**src/rtl/serial_subtractor_ctrl_pkg.sv**
```systemverilog
// Shared definitions for the bit-serial subtractor controller: default sizing
// and the controller state encoding.
package serial_subtractor_ctrl_pkg;

    localparam int DEFAULT_WIDTH = 8;
    localparam int DEFAULT_CNT_W = 5;

    typedef enum logic [1:0] {
        S_IDLE = 2'd0,
        S_RUN  = 2'd1,
        S_DONE = 2'd2
    } state_t;

endpackage

```
**src/rtl/serial_subtractor_ctrl_full_subtractor.sv**
```systemverilog
// One-bit combinational full subtractor cell: difference = x - y - b,
// borrow set when the subtraction needs to borrow from the next bit.
module full_subtractor (
    output logic borrow,
    output logic difference,
    input  logic x,
    input  logic y,
    input  logic b
);

    assign difference = x ^ y ^ b;
    assign borrow     = (~x & (y | b)) | (y & b);

endmodule

```
**src/rtl/serial_subtractor_ctrl.sv**
```systemverilog
// Bit-serial a - b: one full_subtractor cell stepped LSB first over WIDTH cycles,
// borrow carried in a flop, result held until the next operation completes.
//
// state  | meaning
// S_IDLE | waiting for start; operands latched on accept
// S_RUN  | one bit per cycle through the cell, LSB first
// S_DONE | result valid, done pulse for one cycle
module serial_subtractor_ctrl
    import serial_subtractor_ctrl_pkg::*;
#(
    parameter int WIDTH = DEFAULT_WIDTH,
    parameter int CNT_W = DEFAULT_CNT_W
) (
    input  logic             clk,
    input  logic             reset,
    input  logic             start,
    input  logic [WIDTH-1:0] a,
    input  logic [WIDTH-1:0] b,
    output logic             busy,
    output logic             done,
    output logic [WIDTH-1:0] diff,
    output logic             borrow_out
);

    state_t           r_state;
    state_t           w_state_next;
    logic [WIDTH-1:0] r_a_sh;
    logic [WIDTH-1:0] r_b_sh;
    logic [WIDTH-1:0] r_res_sh;
    logic [WIDTH-1:0] w_res_next;
    logic [WIDTH-1:0] r_diff;
    logic [CNT_W-1:0] r_cnt;
    logic             r_borrow;
    logic             r_borrow_out;
    logic             w_cell_borrow;
    logic             w_cell_diff;
    logic             w_last;

    full_subtractor u_cell (
        .borrow     (w_cell_borrow),
        .difference (w_cell_diff),
        .x          (r_a_sh[0]),
        .y          (r_b_sh[0]),
        .b          (r_borrow)
    );

    assign w_last = (r_cnt == CNT_W'(WIDTH - 1));

    // Result fills from the MSB end; written as shift/or so WIDTH=1 needs no special case.
    assign w_res_next = (r_res_sh >> 1) | (WIDTH'(w_cell_diff) << (WIDTH - 1));

    always_ff @(posedge clk) begin
        if (reset) begin
            r_state <= S_IDLE;
        end else begin
            r_state <= w_state_next;
        end
    end

    always_comb begin
        w_state_next = r_state;
        busy         = 1'b0;
        done         = 1'b0;
        case (r_state)
            S_IDLE: begin
                if (start) begin
                    w_state_next = S_RUN;
                end
            end
            S_RUN: begin
                busy = 1'b1;
                if (w_last) begin
                    w_state_next = S_DONE;
                end
            end
            S_DONE: begin
                busy         = 1'b1;
                done         = 1'b1;
                w_state_next = S_IDLE;
            end
            default: begin
                w_state_next = S_IDLE;
            end
        endcase
    end

    always_ff @(posedge clk) begin
        if (reset) begin
            r_a_sh       <= '0;
            r_b_sh       <= '0;
            r_res_sh     <= '0;
            r_cnt        <= '0;
            r_borrow     <= 1'b0;
            r_diff       <= '0;
            r_borrow_out <= 1'b0;
        end else begin
            case (r_state)
                S_IDLE: begin
                    if (start) begin
                        r_a_sh   <= a;
                        r_b_sh   <= b;
                        r_res_sh <= '0;
                        r_cnt    <= '0;
                        r_borrow <= 1'b0;
                    end
                end
                S_RUN: begin
                    r_a_sh   <= r_a_sh >> 1;
                    r_b_sh   <= r_b_sh >> 1;
                    r_res_sh <= w_res_next;
                    r_borrow <= w_cell_borrow;
                    r_cnt    <= r_cnt + CNT_W'(1);
                    if (w_last) begin
                        r_diff       <= w_res_next;
                        r_borrow_out <= w_cell_borrow;
                    end
                end
                default: begin
                end
            endcase
        end
    end

    assign diff       = r_diff;
    assign borrow_out = r_borrow_out;

endmodule

```
**config.mk**
```make
export PLATFORM = sky130hd
export DESIGN_NAME = serial_subtractor_ctrl
export DESIGN_NICKNAME = d
export VERILOG_FILES = /design/src/rtl/serial_subtractor_ctrl_pkg.sv /design/src/rtl/serial_subtractor_ctrl_full_subtractor.sv /design/src/rtl/serial_subtractor_ctrl.sv
export SDC_FILE = /design/constraint.sdc
export NUM_CORES = 1
export LEC_CHECK = 0
export ABC_AREA = 1
export CAP_MARGIN = 10
export CORE_MARGIN = 4
export CORE_UTILIZATION = 35
export DETAILED_ROUTE_END_ITERATION = 10
export SLEW_MARGIN = 15
export SYNTH_ARGS = -nofsm -noshare
export SYNTH_HDL_FRONTEND = slang
export SYNTH_SLANG_ARGS = --single-unit
```
**constraint.sdc**
```tcl
create_clock -name clk -period 1.6 [get_ports clk]
set_input_delay 0.4 -clock clk [delete_from_list [all_inputs] [get_ports clk]]
set_output_delay 0.4 -clock clk [all_outputs]
set_load 0.02 [all_outputs]
```
---- After elaboration in Yosys (flattened, before gate mapping) ----
Cells that the tools add are included.
storage, ports and cells
  bits in registers ....................... 41
  word-level logic and storage cells ...... 43
  input port bits ......................... 19
  output and inout bits ................... 11
cells by class
  $add $sub $neg .......................... 1
  mux-type cells .......................... 15
  eq/ne operators ......................... 5
  reductions and logical operators ........ 6
  bitwise operators ....................... 8
operators with widths
  operator             count
  $pmux 8 s2           3
  $mux 8               3
  $pmux 5 s2           1
  $or 7x8->8           1
  $reduce_and 2->1     3
  $add 5x1->5 const B  1
  $eq 5x3->1 const B   1
  $mux 5               1
  $mux 2               2
  $ne 2x2->1 const B   2
  $pmux 2 s2           1
  $mux 1               3
  $and 1x1->1          2
  $eq 2x1->1 const B   1
  $eq 2x2->1 const B   1
  $logic_not 2->1      1
  $or 1x1->1           2
  $pmux 1 s2           1
  $reduce_bool 2->1    1
  $reduce_or 2->1      1
  $xor 1x1->1          2
  $not 1->1            1

---- Logic depth before layout (Yosys ltp) ----
Gate-level depths: netlist (run 1).
  depth after elaboration ................. 4
  mapped depth ............................ 9
  depth with buffers taken out ............ 8

---- Cells and area by module ----
From an unflattened synthesis (run 1), not the netlist that was laid out.
unflattened totals
  cells, all modules ...................... 220
  area total of the unflattened synthesis .. 1783.0 µm²
modules (own cells, without submodules)
  module                  area each (µm²)  cells an instance  times used
  serial_subtractor_ctrl  1755.4           217                1
  full_subtractor         27.5             3                  1

---- Worst setup path after synthesis (run 1) ----
OpenSTA, ideal clock, no wires.
  kind .................................... register to register
  from .................................... register r_state[1]
  to ...................................... register r_cnt[4]
  path buffers ............................ 3
  period minus slack after synthesis ...... 1.376 ns
  stages on the path, launching flop included .. 10
  library setup time ...................... 0.116 ns
  setup slack ............................. 0.224 ns
  data required time ...................... 1.484 ns
  arrival time ............................ 1.260 ns
  path through ............................ dfxtp_1 > inv_1 > ha_1 > buf_6 > nand2_1 > nand2_2 > buf_6 > buf_6 > a21oi_1 > nor3_2
on the way
  word-level cells in the longest chain between the ends .. 3
  elaborated cells between the ends (all ways) .. 6
RTL lines
  what                                                              RTL line                       source
  start: declaration                                                serial_subtractor_ctrl.sv:25   state_t r_state;
  start signal: assignment                                          serial_subtractor_ctrl.sv:56   r_state <= w_state_next;
  $eq 2x1->1 / $logic_not 2->1 (equally long branches)              serial_subtractor_ctrl.sv:97   case (r_state)
  $reduce_bool 2->1 (no line) / $ne 2x2->1 (equally long branches)  --
  $reduce_and 2->1 (no line)                                        --
  end signal: assignment                                            serial_subtractor_ctrl.sv:112  r_cnt <= r_cnt + CNT_W'(1);
  end: declaration                                                  serial_subtractor_ctrl.sv:32   logic [CNT_W-1:0] r_cnt;
Parallel ways exist; a longest one is shown, timed or not.
A chain may end at the register's enable or synchronous reset.

---- Worst setup path after layout (run 1) ----
  from .................................... register r_state[1]
  to ...................................... output port busy
on the way
  word-level cells in the longest chain between the ends .. 3
  elaborated cells between the ends (all ways) .. 4
RTL lines
  what                                             RTL line                      source
  $eq 2x1->1 / $eq 2x2->1 (equally long branches)  serial_subtractor_ctrl.sv:64  case (r_state)
  $reduce_or 2->1 (no line) *                      --
  $mux 1 *                                         serial_subtractor_ctrl.sv:64
  end: declaration                                 serial_subtractor_ctrl.sv:19  output logic busy,
Mark *: on every way between the ends. The rest lies on a longest branch, timed or not.

==> results of run 1 <==
==> state kept, by name (all words and copies together), names as in the netlist <==
| signal | count |
|---|---|
| diff | 8 |
| r_a_sh | 8 |
| r_b_sh | 8 |
| r_res_sh | 7 |
| r_cnt | 5 |
| r_state | 2 |
| borrow_out | 1 |
| r_borrow | 1 |
==> metal layers <==
metal  part of all wire  GRT usage
met2               0.46      0.196
met5                  0          0
met4              0.014     0.0534
met1               0.48      0.170
met3              0.046     0.0406
==> worst min-delay path by stage <==
stage | startpoint | to | slack, ps | depth (start not counted)
finish | diff[3] | diff[3] | 460 | 2
global route | diff[5] | diff[5] | 480 | 2
CTS | diff[5] | diff[5] | 470 | 2
detailed placement | r_res_sh[1] | r_res_sh[1] | 450 | 2
global placement | diff[6] | diff[6] | 450 | 2
floorplan | r_res_sh[1] | r_res_sh[1] | 440 | 2
==> worst reg2reg max path, cell delays in order (launching register included) <==
cell,delay (ps)
dfxtp_1,330
inv_1,60
buf_4,120
ha_1,200
nand2_1,120
nand2_4,110
buf_12,160
nand2_2,60
nand2_1,90
nor3_2,170
==> where the power goes <==
part	switching [W]	internal [W]
logic	0.000273	0.000215
registers	0.0000394	0.00107
clock network	0.000379	0.000470
total	0.000691	0.00176
==> through the flow <==
step,hold WS (ps),setup WS (ps),total power [W],setup TNS [ps]
after floorplan,440,224,0.00144,0
after global placement,453,-34.4,0.00161,-57.6
after detailed placement,454,-38.9,0.00161,-101
after CTS,466,31.4,0.00246,0
after global routing,480,-1.66,0.00261,-1.66
final,460,86.8,0.00245,0
==> final cells by class <==
cell class                 count  area [um^2]
clock buffer                   5         68.8
clock inverter                 3         46.3
fill                         477         2480
inverter                      13         57.6
multi-input combinational    155          787
sequential                    40          802
tap                           67         83.8
timing repair buffer          40          392
timing repair inverter         1         5.00
==> kinds of logic (layout without fill, tap and decap cells) <==
group	Yosys count	in the layout	synth area share
simple gates	94	94	0.234
compound gates	56	56	0.183
flops	40	40	0.471
buf+inv	24	62	0.0713
fa+ha+maj	5	5	0.0412
==> repair_timing <==
item | in CTS | in global routing
gates resized for setup | 16 | 8
endpoints found under the setup margin | 11 | 18
gates cloned | 0 | 1
pin swaps | 0 | 1
==> placed cells by master, fill, tap and decap left out, types with 5 or more instances in the layout <==
| cell type | Yosys | layout |
|---|---|---|
| a21oi_1 | 26 | 26 |
| a31oi_1 | 13 | 13 |
| buf_4 | 0 | 9 |
| clkbuf_8 | 0 | 5 |
| clkdlybuf4s50_1 | 0 | 18 |
| dfxtp_1 | 40 | 39 |
| dlygate4sd2_1 | 0 | 9 |
| inv_1 | 9 | 7 |
| nand2_1 | 79 | 79 |
| o21ai_0 | 14 | 14 |
==> out/summary.txt, run 1 <==
starting DRC count in detailed routing = 103
Final Cycle Share = 0.946
# setup viols final = 0
clock-pin slew on the worst setup and hold paths = 80 ps
Num CTS Buffers = 5
setup repair bufs after CTS = 0
Site Rows = 25
CP required = 1200 ps
Antenna Cells = 0
Post-synth EDFFs = 0
peak supply drop = 0.544 mV
Worst EP arrival = 1110 ps
WP buf/inv = 2
Critical Path End = busy
vias in the first global route = 1,344
top cells by area, synth = dfxtp_1, nand2_1, a21oi_1
cts hold-fix bufs = 0
drt first pass iters = 4
synthesized instance count = 219
R2R setup slack = 120 ps
Placed Instance Area = 2130 um^2
CTS tree = done
Synth top cells by count = nand2_1, dfxtp_1, a21oi_1, o21ai_0, a31oi_1
Max Fclk = 661 MHz
minimum clock period = 1510 ps
# clock sinks = 40
clk buf depth = 2
Vias/cell = 4.57
leak pwr = 0.878 nW
DP HPWL = 2440 um
Initial Util = 0.360
asr flop ratio synth = 0
R2R Path End = r_cnt[4]
Crit path max-delay family = flip-flops
full die area = 6040 um^2
die height = 77.7 um
crit start category = flip-flop
status = finished, final reports clean
top cell type's share of synthesized area = 0.471
Die W = 77.7 um
#FFs+latches synth = 40
Syn Area/Cell = 7.77 um^2
initial antenna violation count = 0
gpl congestion = 0.727
post-route cell area = 2240 um^2
DRT antenna net count = 0
Critical-path top delay cell = dfxtp_1
critical path's largest stage delay = 330 ps
share of cells above drive strength 1 = 0.156
Register-to-Register Path Depth = 9
Layout Area Growth over Synthesis = 31.8%
final hold violations = 0
warnings from Yosys = 0
Seq/Total Area, Yosys = 0.471
largest net degree at the start of global routing = 27
H-tree depth = 2
average wire per standard cell = 11.1 um
worst skew pair latency = 290 ps
Total GRT Usage = 0.130
P per Cell Area = 1090 nW/um^2
Critical path origin = r_state[1]
cell taking the most area after synthesis = dfxtp_1
Layout Nets = 280
worst slew pin tran = 282 ps
Setup Crit Path Kind = reg2out
critical path cell sequence = inv_1 -> ha_2 -> buf_4
post-synth cell types = 23
Synth Net Count = 243
Max-cap violations = 0
drt drc = 0
Critical Path Sink Type = output pin
via count = 1,482
skew final = 4.94 ps
R2R Path Start = r_state[1]
Ports = 30
Root Buffer = clkbuf_8
Critical Path Stages = 3
PortBufs = 29
crit path max fanout = 2
grt total ovfl = 0
most used flip-flop cell after synthesis = dfxtp_1
Final Max Tran Viols = 0
HP Class = reg2reg
global-route wire length before repair = 6180 um
non-filler cells, final = 324
relative slew slack = 0.812
synthesized area = 1700 um^2
DP Cell Count = 315
total wire length = 3590 um
Core Util, Final = 0.475
core area = 4720 um^2
most common cell in the netlist = nand2_1
Power figures use the tool's default switching activity.
==> run 2: changes to the inputs <==
--- a/config.mk
+++ b/config.mk
@@ -13,4 +13,5 @@
 export SLEW_MARGIN = 15
 export SYNTH_ARGS = -nofsm -noshare
 export SYNTH_HDL_FRONTEND = slang
+export SYNTH_HIERARCHICAL = 1
 export SYNTH_SLANG_ARGS = --single-unit
==> out/summary.txt, run 2 <==
H-tree depth = 2
largest net degree at the start of global routing = 28
worst slew pin tran = 247 ps
total wire length = 3740 um
Layout Nets = 291
R2R Path End = r_b_sh[5]
Layout Area Growth over Synthesis = 35.3%
Hold EP = diff[6]
gpl congestion = 0.735
core area = 4820 um^2
HP Class = reg2reg
post-synth cell types = 22
Root Buffer = clkbuf_8
DRT antenna net count = 0
PortBufs = 29
most used flip-flop cell after synthesis = dfxtp_1
Post-synth EDFFs = 0
Seq pwr share = 0.442
fin worst setup slack = 49.2 ps
P per Cell Area = 1030 nW/um^2
Worst EP arrival = 1740 ps
Initial Util = 0.370
Vias/cell = 4.60
Core Util, Final = 0.501
drt first pass iters = 4
clk buf depth = 2
crit path max fanout = 14
post-route cell area = 2410 um^2
average wire per standard cell = 11.2 um
top cells by area, synth = dfxtp_1, nand2_1, o211a_1
Placed Instance Area = 2200 um^2
most frequent cells in the layout = nand2_1, dfxtp_1, a21oi_1
# clock sinks = 40
global-route wire length before repair = 6260 um
worst skew pair latency = 290 ps
Setup WS pre-CTS = -63.4 ps
synthesized instance count = 220
R2R Path Start = r_state[1]
warnings from Yosys = 6
Syn Area/Cell = 8.10 um^2
vias in the first global route = 1,452
Site Rows = 25
Int Pwr = 0.00183 W
#FFs+latches synth = 40
Final Cycle Share = 0.969
Register-to-Register Path Depth = 9
via count = 1,542
final hold violations = 0
Die W = 79.4 um
status = finished, final reports clean
fill cell count = 482
hold path cells = 2
clock share of power = 0.351
full die area = 6300 um^2
peak supply drop = 0.579 mV
synthesized area = 1780 um^2
Total GRT Usage = 0.126
Num CTS Buffers = 5
Antenna Cells = 0
initial antenna violation count = 0
# setup viols final = 0
asr flop ratio synth = 0
combinational power share = 0.207
Setup Crit Path Kind = reg2reg
CP required = 1780 ps
skew final = 8.54 ps
die height = 79.4 um
cell taking the most area after synthesis = dfxtp_1
Tot Pwr = 0.00248 W
R2R setup slack = 50 ps
CTS tree = done
hold_ws = 440 ps
Seq/Total Area, Yosys = 0.449
Switching Share = 0.263
crit start category = flip-flop
Max Fclk = 645 MHz
P_sw = 0.000653 W
drt drc = 0
DP HPWL = 2520 um
share of cells above drive strength 1 = 0.187
Critical Path Sink Type = flip-flop
Hold Startpoint = diff[6]
Max-cap violations = 0
top cell type's share of synthesized area = 0.449
starting DRC count in detailed routing = 45
most common cell in the netlist = nand2_1
minimum clock period = 1550 ps
Ports = 30
Synth Net Count = 244
relative slew slack = 0.835
leak pwr = 1.08 nW
commonest non-fill, non-tap cell in the layout = nand2_1
Synth top cells by count = nand2_1, dfxtp_1, a21oi_1, inv_1, nand3_1
clock-pin slew on the worst setup and hold paths = 80 ps
Final Max Tran Viols = 0
grt total ovfl = 0
[run 2: final cells by class]
type                       count  area, um^2  share of cell area
multi-input combinational    149         838               0.348
sequential                    40         806               0.334
timing repair buffer          52         484               0.201
tap                           67        83.8              0.0348
clock buffer                   6        82.6              0.0342
inverter                      18        71.3              0.0296
clock inverter                 2        38.8              0.0161
timing repair inverter         1        7.51             0.00311
[run 2: worst max path at each step]
stage                          start   endpoint  depth (start not counted)
after floorplan           r_state[0]  r_a_sh[4]                          7
after global placement    r_state[0]       busy                          3
after detailed placement  r_state[0]       busy                          3
after CTS                 r_state[1]   r_cnt[3]                          9
after global routing      r_state[1]  r_a_sh[4]                          9
final                     r_state[1]  r_b_sh[5]                          9
[run 2: logic make-up (layout without fill, tap and decap cells)]
family          Yosys count  count (layout)  synth area share
simple gates             94              94             0.228
compound gates           50              50             0.188
flops                    40              40             0.449
buf+inv                  31              79            0.0954
fa+ha+maj                 5               5            0.0393
[run 2: power groups by stage]
stage	clock [W]	sequential (W)	combinational, W
2_1_floorplan	0	0.00111	0.000311
3_3_place_gp	0	0.00112	0.000435
3_5_place_dp	0	0.00112	0.000439
4_1_cts	0.000902	0.00110	0.000434
5_1_grt	0.000928	0.00110	0.000570
6_report	0.000871	0.00110	0.000512
[run 2: worst max-delay path: stages (launching register included)]
cell and delay [ps]:
dfxtp_2 330, inv_1 50, buf_4 130, ha_4 160, inv_2 90, o21ai_4 80
buf_12 140, buf_12 140, buf_4 130, o211a_1 190
[run 2: repair_timing]
item / CTS / global route
cloned: 0 / 2
pin swaps: 0 / 1
hold buffers: 0 / 0
buffers inserted: 0 / 4
endpoints found under the hold margin: 0 / 0
endpoints found under the setup margin: 11 / 20
gates resized for setup: 18 / 9
[run 2: stage by stage]
step	TNS, ps	std cells
after floorplan	0	220
after detailed placement	-224	321
after global routing	-8.55	335
after CTS	0	329
after global placement	-172	321
final	0	335
[run 2: routing by layer]
layer | vias up | global-route usage | routed length [um]
met5 | - | 0 | 0
met4 | 0 | 0.0567 | 51
met3 | 5 | 0.0350 | 183
met2 | 33 | 0.209 | 1730
met1 | 682 | 0.153 | 1780
li1 | 822 | - | -
==> run 3: changes to the inputs <==
--- a/config.mk
+++ b/config.mk
@@ -10,6 +10,7 @@
 export CORE_MARGIN = 4
 export CORE_UTILIZATION = 35
 export DETAILED_ROUTE_END_ITERATION = 10
+export PLACE_DENSITY = 0.56
 export SLEW_MARGIN = 15
 export SYNTH_ARGS = -nofsm -noshare
 export SYNTH_HDL_FRONTEND = slang
==> out/summary.txt, run 3 (synthesized netlist as in run 2, its figures left out) <==
Worst EP arrival = 1130 ps
critical path's largest stage delay = 340 ps
starting DRC count in detailed routing = 45
DP HPWL = 2530 um
initial antenna violation count = 0
H-tree depth = 2
commonest non-fill, non-tap cell in the layout = nand2_1
crit path max fanout = 2
Setup Crit Path Kind = reg2out
non-filler cells, final = 325
Final TNS setup = 0 ps
average wire per standard cell = 10.8 um
share of cells above drive strength 1 = 0.136
fill cell count = 524
peak supply drop = 0.488 mV
Max Fclk = 652 MHz
relative slew slack = 0.821
Hold Startpoint = diff[3]
Final Max Tran Viols = 0
Die W = 79.4 um
full die area = 6300 um^2
RSZ-0062 raised after global routing = false
Max-cap violations = 0
drt first pass iters = 4
Critical Path Sink Type = output pin
# setup viols final = 0
most frequent cells in the layout = nand2_1, dfxtp_1, a21oi_1
Site Rows = 25
Final Cycle Share = 0.959
skew final = 5.93 ps
Critical path origin = r_state[0]
clk buf depth = 2
WP buf/inv = 3
Antenna Cells = 0
status = finished, final reports clean
Initial Util = 0.370
grt total ovfl = 0
P per Cell Area = 956 nW/um^2
R2R Path Start = r_state[0]
Num CTS Buffers = 5
die height = 79.4 um
# clock sinks = 40
post-route cell area = 2250 um^2
CTS tree = done
Ports = 30
Core Util, Final = 0.468
worst skew pair latency = 290 ps
via count = 1,467
leak pwr = 1.01 nW
Tot Pwr = 0.00216 W
Layout Nets = 282
Critical-path top delay cell = dfxtp_1
final hold violations = 0
Total GRT Usage = 0.122
Placed Instance Area = 2180 um^2
DP Cell Count = 318
setup repair bufs after CTS = 0
Crit path max-delay family = flip-flops
largest net degree at the start of global routing = 30
drt drc = 0
global-route wire length before repair = 6090 um
clock-pin slew on the worst setup and hold paths = 70 ps
HP Class = reg2reg
DRT antenna net count = 0
minimum clock period = 1530 ps
cts hold-fix bufs = 0
crit start category = flip-flop
core area = 4820 um^2
PortBufs = 29
Root Buffer = clkbuf_8
critical path cell sequence = inv_1 -> buf_4 -> ha_1 -> buf_2
vias in the first global route = 1,307
Reg area = 801 um^2
Layout Area Growth over Synthesis = 26.5%
combined area of the multi-input logic cells = 831 um^2
Vias/cell = 4.51
worst slew pin tran = 269 ps
total wire length = 3510 um
gpl congestion = 0.745
CP required = 1200 ps
[run 3: cell count changes in the layout (fill, tap and decap cells not counted), sizes merged]
cell	delta
clkbuf	-1
clkinvlp	-2
bufinv	-1
inv	+1
buf	-7
[run 3: final cells by class]
class | instances | share of cell area
Multi-Input combinational cell | 149 | 0.368
Sequential cell | 40 | 0.355
Timing Repair Buffer | 44 | 0.175
Tap cell | 67 | 0.0372
Clock buffer | 6 | 0.0322
Inverter | 18 | 0.0300
Clock inverter | 1 | 0.00222
[run 3: worst reg2reg max path, cell delays in order, from the launching register on]
cell and delay, ps:
dfxtp_1 320, inv_1 70, ha_1 310, nand2_1 140
o21ai_4 110, buf_12 200, nand3_1 100, o211a_1 110
[run 3: per-stage QoR]
step	setup WS [ps]	hold WS, ps
2_1_floorplan	247	437
6_report	65.8	439
3_3_place_gp	-25.2	429
3_5_place_dp	-38.6	433
5_1_grt	11.1	470
4_1_cts	50.6	442
[run 3: final timing paths]
check         endpoint  slack, ps  cells past startpoint
max               done         70                      4
min            diff[3]        440                      2
min reg2reg    diff[3]        440                      2
max reg2reg  r_a_sh[3]        140                      7
[run 3: repair_timing]
action	CTS	global route
hold endpoints to repair	0	0
pin swaps	0	0
endpoints found under the setup margin	11	8
gates resized for setup	17	4
[run 3: power breakdown]
part           switching (W)  leakage (nW)  internal (W)
combinational       0.000232         0.643      0.000196
clock               0.000335        0.0410      0.000297
sequential         0.0000351         0.326       0.00106
[run 3: layer usage]
| metal | global-route usage | vias up | wire, um |
|---|---|---|---|
| li1 | - | 799 | - |
| met2 | 0.183 | 26 | 1510 |
| met4 | 0.0567 | 0 | 53 |
| met1 | 0.162 | 637 | 1790 |
| met5 | 0 | - | 0 |
| met3 | 0.0361 | 5 | 154 |
